--- config.mk ---
export PLATFORM = sky130hd
export DESIGN_NAME = ioctl_dn_buffer
export DESIGN_NICKNAME = d
export VERILOG_FILES = /design/src/rtl/ioctl_dn_buffer.sv
export SDC_FILE = /design/constraint.sdc
export NUM_CORES = 1
export LEC_CHECK = 0
export ABC_AREA = 1
export BUFFER_PORTS_ARGS = -buffer_cell sky130_fd_sc_hd__buf_2
export CAP_MARGIN = 5
export CORE_ASPECT_RATIO = 0.6
export CORE_MARGIN = 4
export CORE_UTILIZATION = 40
export DETAILED_ROUTE_END_ITERATION = 12
export GPL_TIMING_DRIVEN = 1
export PLACE_DENSITY = 0.56
export SETUP_SLACK_MARGIN = 0.15
export SLEW_MARGIN = 20
export SYNTH_ARGS = -nofsm -noshare
export SYNTH_HDL_FRONTEND = slang
export SYNTH_SLANG_ARGS = --single-unit
--- constraint.sdc ---
create_clock -name clk_sys -period 2.76 [get_ports clk_sys]
set_input_delay 0.276 -clock clk_sys [delete_from_list [all_inputs] [get_ports clk_sys]]
set_output_delay 0.276 -clock clk_sys [all_outputs]
set_load 0.02 [all_outputs]
--- src/rtl/ioctl_dn_buffer.sv ---
// rtl/ioctl_dn_buffer.sv - rate-matching FIFO between the ioctl byte stream and the system download port
module ioctl_dn_buffer #(
    parameter int DEPTH    = 8,
    parameter int HEADROOM = 2
) (
    input  logic        clk_sys,
    input  logic        reset_n,
    input  logic        ce_drain,
    input  logic        ioctl_download,
    input  logic        ioctl_wr,
    input  logic [24:0] ioctl_addr,
    input  logic [7:0]  ioctl_dout,
    input  logic [7:0]  ioctl_index,
    output logic        ioctl_wait,
    output logic [23:0] dn_addr,
    output logic [7:0]  dn_data,
    output logic        dn_wr,
    output logic [7:0]  dn_index,
    output logic        dn_busy,
    output logic [24:0] dn_count,
    output logic [7:0]  dn_sum,
    output logic        overflow
);
    localparam int AW = $clog2(DEPTH);
    localparam logic [AW:0] OCC_FULL = (AW+1)'(DEPTH);
    localparam logic [AW:0] OCC_HIGH = (AW+1)'(DEPTH - HEADROOM);

    typedef enum logic [1:0] {S_IDLE, S_LOAD, S_FLUSH} state_t;

    state_t       state_q, state_d;
    logic [AW:0]  occ_q, occ_d;
    logic [AW-1:0] wr_ptr_q, wr_ptr_d, rd_ptr_q, rd_ptr_d;
    logic [31:0]  mem_q [DEPTH];
    logic         dn_wr_q, dn_wr_d;
    logic [23:0]  dn_addr_q, dn_addr_d;
    logic [7:0]   dn_data_q, dn_data_d;
    logic [7:0]   dn_index_q, dn_index_d;
    logic [24:0]  dn_count_q, dn_count_d;
    logic [7:0]   dn_sum_q, dn_sum_d;
    logic         overflow_q, overflow_d;
    logic         push, pop, drop, wr_req;
    logic         addr_msb_unused;

    assign addr_msb_unused = ioctl_addr[24];

    always_comb begin
        state_d    = state_q;
        occ_d      = occ_q;
        wr_ptr_d   = wr_ptr_q;
        rd_ptr_d   = rd_ptr_q;
        dn_wr_d    = 1'b0;
        dn_addr_d  = dn_addr_q;
        dn_data_d  = dn_data_q;
        dn_index_d = dn_index_q;
        dn_count_d = dn_count_q;
        dn_sum_d   = dn_sum_q;
        overflow_d = overflow_q;

        wr_req = ioctl_wr && ioctl_download;
        pop    = (state_q != S_IDLE) && ce_drain && (occ_q != '0);
        // A pop in the same cycle frees the slot, so a write at full is still taken.
        push   = wr_req && (state_q == S_LOAD) && ((occ_q != OCC_FULL) || pop);
        drop   = wr_req && !push;

        case (state_q)
            S_IDLE:  if (ioctl_download) state_d = S_LOAD;
            S_LOAD:  if (!ioctl_download) state_d = S_FLUSH;
            S_FLUSH: if (occ_q == '0) state_d = S_IDLE;
            default: state_d = S_IDLE;
        endcase

        occ_d = occ_q + (AW+1)'(push) - (AW+1)'(pop);
        if (push) wr_ptr_d = wr_ptr_q + 1'b1;
        if (pop) begin
            rd_ptr_d  = rd_ptr_q + 1'b1;
            dn_wr_d   = 1'b1;
            dn_addr_d = mem_q[rd_ptr_q][31:8];
            dn_data_d = mem_q[rd_ptr_q][7:0];
        end

        if (dn_wr_q) begin
            dn_count_d = dn_count_q + 25'd1;
            dn_sum_d   = dn_sum_q + dn_data_q;
        end

        if ((state_q == S_IDLE) && ioctl_download) begin
            dn_index_d = ioctl_index;
            dn_count_d = '0;
            dn_sum_d   = '0;
            overflow_d = 1'b0;
        end
        // A drop on the session-start cycle must still be reported.
        if (drop) overflow_d = 1'b1;
    end

    always_ff @(posedge clk_sys or negedge reset_n) begin
        if (!reset_n) begin
            state_q    <= S_IDLE;
            occ_q      <= '0;
            wr_ptr_q   <= '0;
            rd_ptr_q   <= '0;
            dn_wr_q    <= 1'b0;
            dn_addr_q  <= '0;
            dn_data_q  <= '0;
            dn_index_q <= '0;
            dn_count_q <= '0;
            dn_sum_q   <= '0;
            overflow_q <= 1'b0;
        end else begin
            state_q    <= state_d;
            occ_q      <= occ_d;
            wr_ptr_q   <= wr_ptr_d;
            rd_ptr_q   <= rd_ptr_d;
            dn_wr_q    <= dn_wr_d;
            dn_addr_q  <= dn_addr_d;
            dn_data_q  <= dn_data_d;
            dn_index_q <= dn_index_d;
            dn_count_q <= dn_count_d;
            dn_sum_q   <= dn_sum_d;
            overflow_q <= overflow_d;
        end
    end

    always_ff @(posedge clk_sys) begin
        if (push) mem_q[wr_ptr_q] <= {ioctl_addr[23:0], ioctl_dout};
    end

    assign ioctl_wait = (state_q == S_FLUSH) || ((state_q == S_IDLE) && ioctl_download) ||
                        (occ_q >= OCC_HIGH);
    assign dn_busy    = (state_q != S_IDLE);
    assign dn_wr      = dn_wr_q;
    assign dn_addr    = dn_addr_q;
    assign dn_data    = dn_data_q;
    assign dn_index   = dn_index_q;
    assign dn_count   = dn_count_q;
    assign dn_sum     = dn_sum_q;
    assign overflow   = overflow_q;
endmodule

==> results.sh <==
export IMPL_crit_path_max_fanout=4
export IMPL_die_width_microns=252
export IMPL_synth_mux_area_fraction=0
export IMPL_r2r_end="occ_q[2]"
export IMPL_antenna_found_initial=4
export IMPL_grt_max_degree=130
export IMPL_reg2reg_depth=11
export IMPL_synth_area_sq_um=14300
export IMPL_synthDistinctLibCells=35
export IMPL_clkLatencyLatePin_ns=0.52
export IMPL_p_int_uw=10900
export IMPL_port_buffers=121
export IMPL_worstPathArrival_ns=2.63
export IMPL_drc=0
export IMPL_synth_seq_area_share=0.690
export IMPL_finalInstanceArea_sq_um=16800
export IMPL_max_slew_margin=0.584
export IMPL_core_area_sq_um=35100
export IMPL_start_util=0.407
export IMPL_dr_pass1_iters=6
export IMPL_cts_sinks=343
export IMPL_grtUsageTotal=0.177
export IMPL_synthXorXnorAreaFrac=0.00490
export IMPL_switchingPower_uw=6020
export IMPL_synth_net_count=1353
export IMPL_cts_clk_slew_worst_paths_ns=0.06
export IMPL_root_buffer="clkbuf_16"
export IMPL_syn_avg_cell_area_sq_um=11.1
export IMPL_cts_resized=0
export IMPL_cap_violations=0
export IMPL_stdcell_count=1913
export IMPL_drt_iter0_drc=767
export IMPL_layout_drive_gt1_share=0.152
export IMPL_setup_violations=0
export IMPL_rsz0062_at_grt="no"
export IMPL_final_nets=1483
export IMPL_globalplace_congestion=0.877
export IMPL_ant_nets=0
export IMPL_p_comb_frac=0.327
export IMPL_ys_warn_count=0
export IMPL_ios=123
export IMPL_die_h_microns=154
export IMPL_htreeDepth=2
export IMPL_synthSimpleGateAreaFrac=0.171
export IMPL_worstSetupPathType="flip-flop to flip-flop"
export IMPL_switching_share=0.356
export IMPL_worst_slew_pin_slew_ns=0.625
export IMPL_min_path_cells=1
export IMPL_overflow=0
export IMPL_rows=53
export IMPL_viasPerCell=4.99
export IMPL_ys_seq_elements=343
export IMPL_fin_crit_ns=2.24
export IMPL_seqPwrFrac=0.382
export IMPL_drt_total_wl_microns=34200
export IMPL_setup_worst_path_end_class="flip-flop"
export IMPL_synthAdderAreaFrac=0.0177
export IMPL_post_dp_cell_area_sq_um=15600
export IMPL_clock_path_buffers=3
export IMPL_synth_top_family_by_area="simple AND/OR/NAND/NOR gates"
export IMPL_critPathLaunchType="flip-flop"
export IMPL_die_area_sq_um=38900
export IMPL_finalPower_uw=16900
export IMPL_r2r_slack_ns=0.52
export IMPL_slew_viol_final=0
export IMPL_status="finished clean"
export IMPL_synthCells=1288
export IMPL_crit_reg2reg_launch="occ_q[3]"
export IMPL_hp_class="primary input to flip-flop"
export IMPL_hold_end="mem_q[1][2]"
export IMPL_synth_compound_area_frac=0.0755
export IMPL_cp_required_ns=3.16
export IMPL_dp_cells=1839
export IMPL_cts_buffers=34
export IMPL_worst_clock_skew_ns=0.0134
export IMPL_pwr_share_clk=0.291
export IMPL_first_global_vias=9512
export IMPL_hold_start="ioctl_dout[2]"
export IMPL_grt_pass1_wl_microns=54800
export IMPL_min_period_over_period=0.811
export IMPL_num_vias=9543
export IMPL_final_hold_violation_count=0
export IMPL_leakagePower_uw=0.00664
export IMPL_p_per_area_nw_per_um2=1000
export IMPL_cts_tree="yes"
export IMPL_post_drt_wl_per_cell_microns=17.9
export IMPL_fmax_ghz=0.447
export IMPL_area_delta_synth_final_pct=17.9
export IMPL_dp_hpwl_microns=19500
export IMPL_peakVddDrop_mv=0.893
==> kinds of logic after synthesis <==
logic type                 Yosys count
buffers and inverters              120
DFF                                343
and+or+nand+nor                    602
adders and majority gates           19
AOI/OAI and AO/OA                  196
xor gates and xnor gates             8
==> power groups by stage <==
stage	Combinational, uW	Sequential (uW)	Clock [uW]
2_1_floorplan	3530	6920	0
3_3_place_gp	5510	6560	0
3_5_place_dp	5580	6570	0
4_1_cts	5610	6470	5050
5_1_grt	6280	6540	5290
6_report	5530	6470	4920
==> placed cells by master, fill, tap and decap left out, types with 2 or more instances in the layout <==
| cell | count |
|---|---|
| buf_4 | 11 |
| xor2_1 | 6 |
| nand4_1 | 3 |
| nor2_1 | 280 |
| diode_2 | 2 |
| nand3b_1 | 2 |
| buf_12 | 14 |
| nand2_1 | 198 |
| clkbuf_8 | 3 |
| clkinv_2 | 4 |
| inv_1 | 54 |
| fa_1 | 2 |
| or2_2 | 2 |
| nor2_4 | 9 |
| ha_1 | 17 |
| o21ai_1 | 25 |
| o211ai_1 | 32 |
| dlygate4sd3_1 | 10 |
| clkinv_1 | 5 |
| inv_2 | 3 |
| edfxtp_1 | 256 |
| nor2_2 | 3 |
| a22o_1 | 2 |
| clkbuf_16 | 37 |
| bufinv_16 | 5 |
| o21ai_0 | 120 |
| dfrtp_1 | 86 |
| clkbuf_1 | 7 |
| a21oi_1 | 14 |
| nand3_1 | 98 |
| nand2_2 | 3 |
| buf_2 | 120 |
| xnor2_1 | 2 |
==> metal layers <==
metal	vias to the layer above	wire [microns]	GRT usage
met2	197	14900	0.265
met4	4	528	0.0423
met5	-	31	0
met3	45	1560	0.0336
li1	4679	-	-
met1	4618	17100	0.269
==> worst max-delay path, stage by stage (launching register included) <==
cell and delay, ns:
dfrtp_1 0.38, inv_1 0.07, ha_1 0.19, nand3_2 0.10, nand3_4 0.08, nand4_1 0.17, nand2_2 0.08, ha_1 0.28
inv_1 0.04, ha_1 0.19, fa_1 0.38, xor2_1 0.16
==> Yosys cell counts <==
cell type    n  area [sq um]
xnor2_1      2          17.5
buf_4        9          67.6
a21oi_1     14          70.1
nor2_2       3          18.8
a2111o_1     1          11.3
edfxtp_1   256          7690
nor2_4       1          11.3
inv_4        1          6.26
or2_2        2          12.5
inv_1       54           203
o21ai_0    120           601
dfrtp_1     87          2180
o21bai_1     1          7.51
fa_1         2          40.0
ha_1        17           213
nand3_2      1          10.0
xor2_1       6          52.6
o21ai_1     25           125
nand3b_1     2          15.0
nand3_4      1          17.5
inv_2        4          15.0
nand2_1    198           743
o22ai_1      1          6.26
and3_1       1          6.26
buf_1        2          7.51
buf_6       10           113
o211ai_1    32           240
nor2_1     288          1080
a22o_1       2          17.5
nand2_2      3          18.8
clkbuf_1    26          97.6
nand3_1     98           490
nand4_1      3          18.8
buf_2       14          70.1
nor3_1       1          5.00
==> final cells by class <==
| class | count | area (sq um) |
|---|---|---|
| sequential | 343 | 9870 |
| tap | 467 | 584 |
| antenna | 2 | 5.00 |
| multi-input combinational | 825 | 3910 |
| timing repair buffer | 155 | 1060 |
| inverter | 59 | 225 |
| fill | 3157 | 18300 |
| clock inverter | 15 | 200 |
| clock buffer | 47 | 993 |
==> sequential cells by signal (all words and copies together), names as in the netlist <==
name,flops
dn_addr,24
dn_count,25
dn_data,8
dn_index,8
dn_sum,8
dn_wr,1
mem_q,256
occ_q,4
overflow,1
rd_ptr_q,3
state_q,2
wr_ptr_q,3
==> timing repair <==
item	4_1_cts	5_1_grt
hold endpoints to repair	31	0
hold buffers	10	0
setup buffers	0	0
==> through the flow <==
| step | hold slack (ns) | setup TNS (ns) | worst slack [ns] | util |
|---|---|---|---|---|
| 2_1_floorplan | -0.0196 | -26.86 | -0.120 | - |
| 3_3_place_gp | 0.236 | 0 | 0.531 | 0.442 |
| 3_5_place_dp | 0.238 | 0 | 0.519 | 0.442 |
| 4_1_cts | 0.00135 | 0 | 0.509 | 0.479 |
| 5_1_grt | 0.0212 | 0 | 0.411 | 0.479 |
| 6_report | 0.0246 | 0 | 0.523 | 0.479 |
==> how the worst max path moves through the flow <==
stage	from	end	slack [ns]	depth (start not counted)
after floorplan	occ_q[2]	mem_q[2][0]	-0.12	7
after global placement	occ_q[2]	occ_q[2]	0.53	11
after global routing	occ_q[2]	occ_q[2]	0.41	11
final	occ_q[3]	occ_q[2]	0.52	11
after detailed placement	occ_q[3]	occ_q[2]	0.52	11
after CTS	occ_q[3]	occ_q[2]	0.51	11
Power figures use the tool's default switching activity.
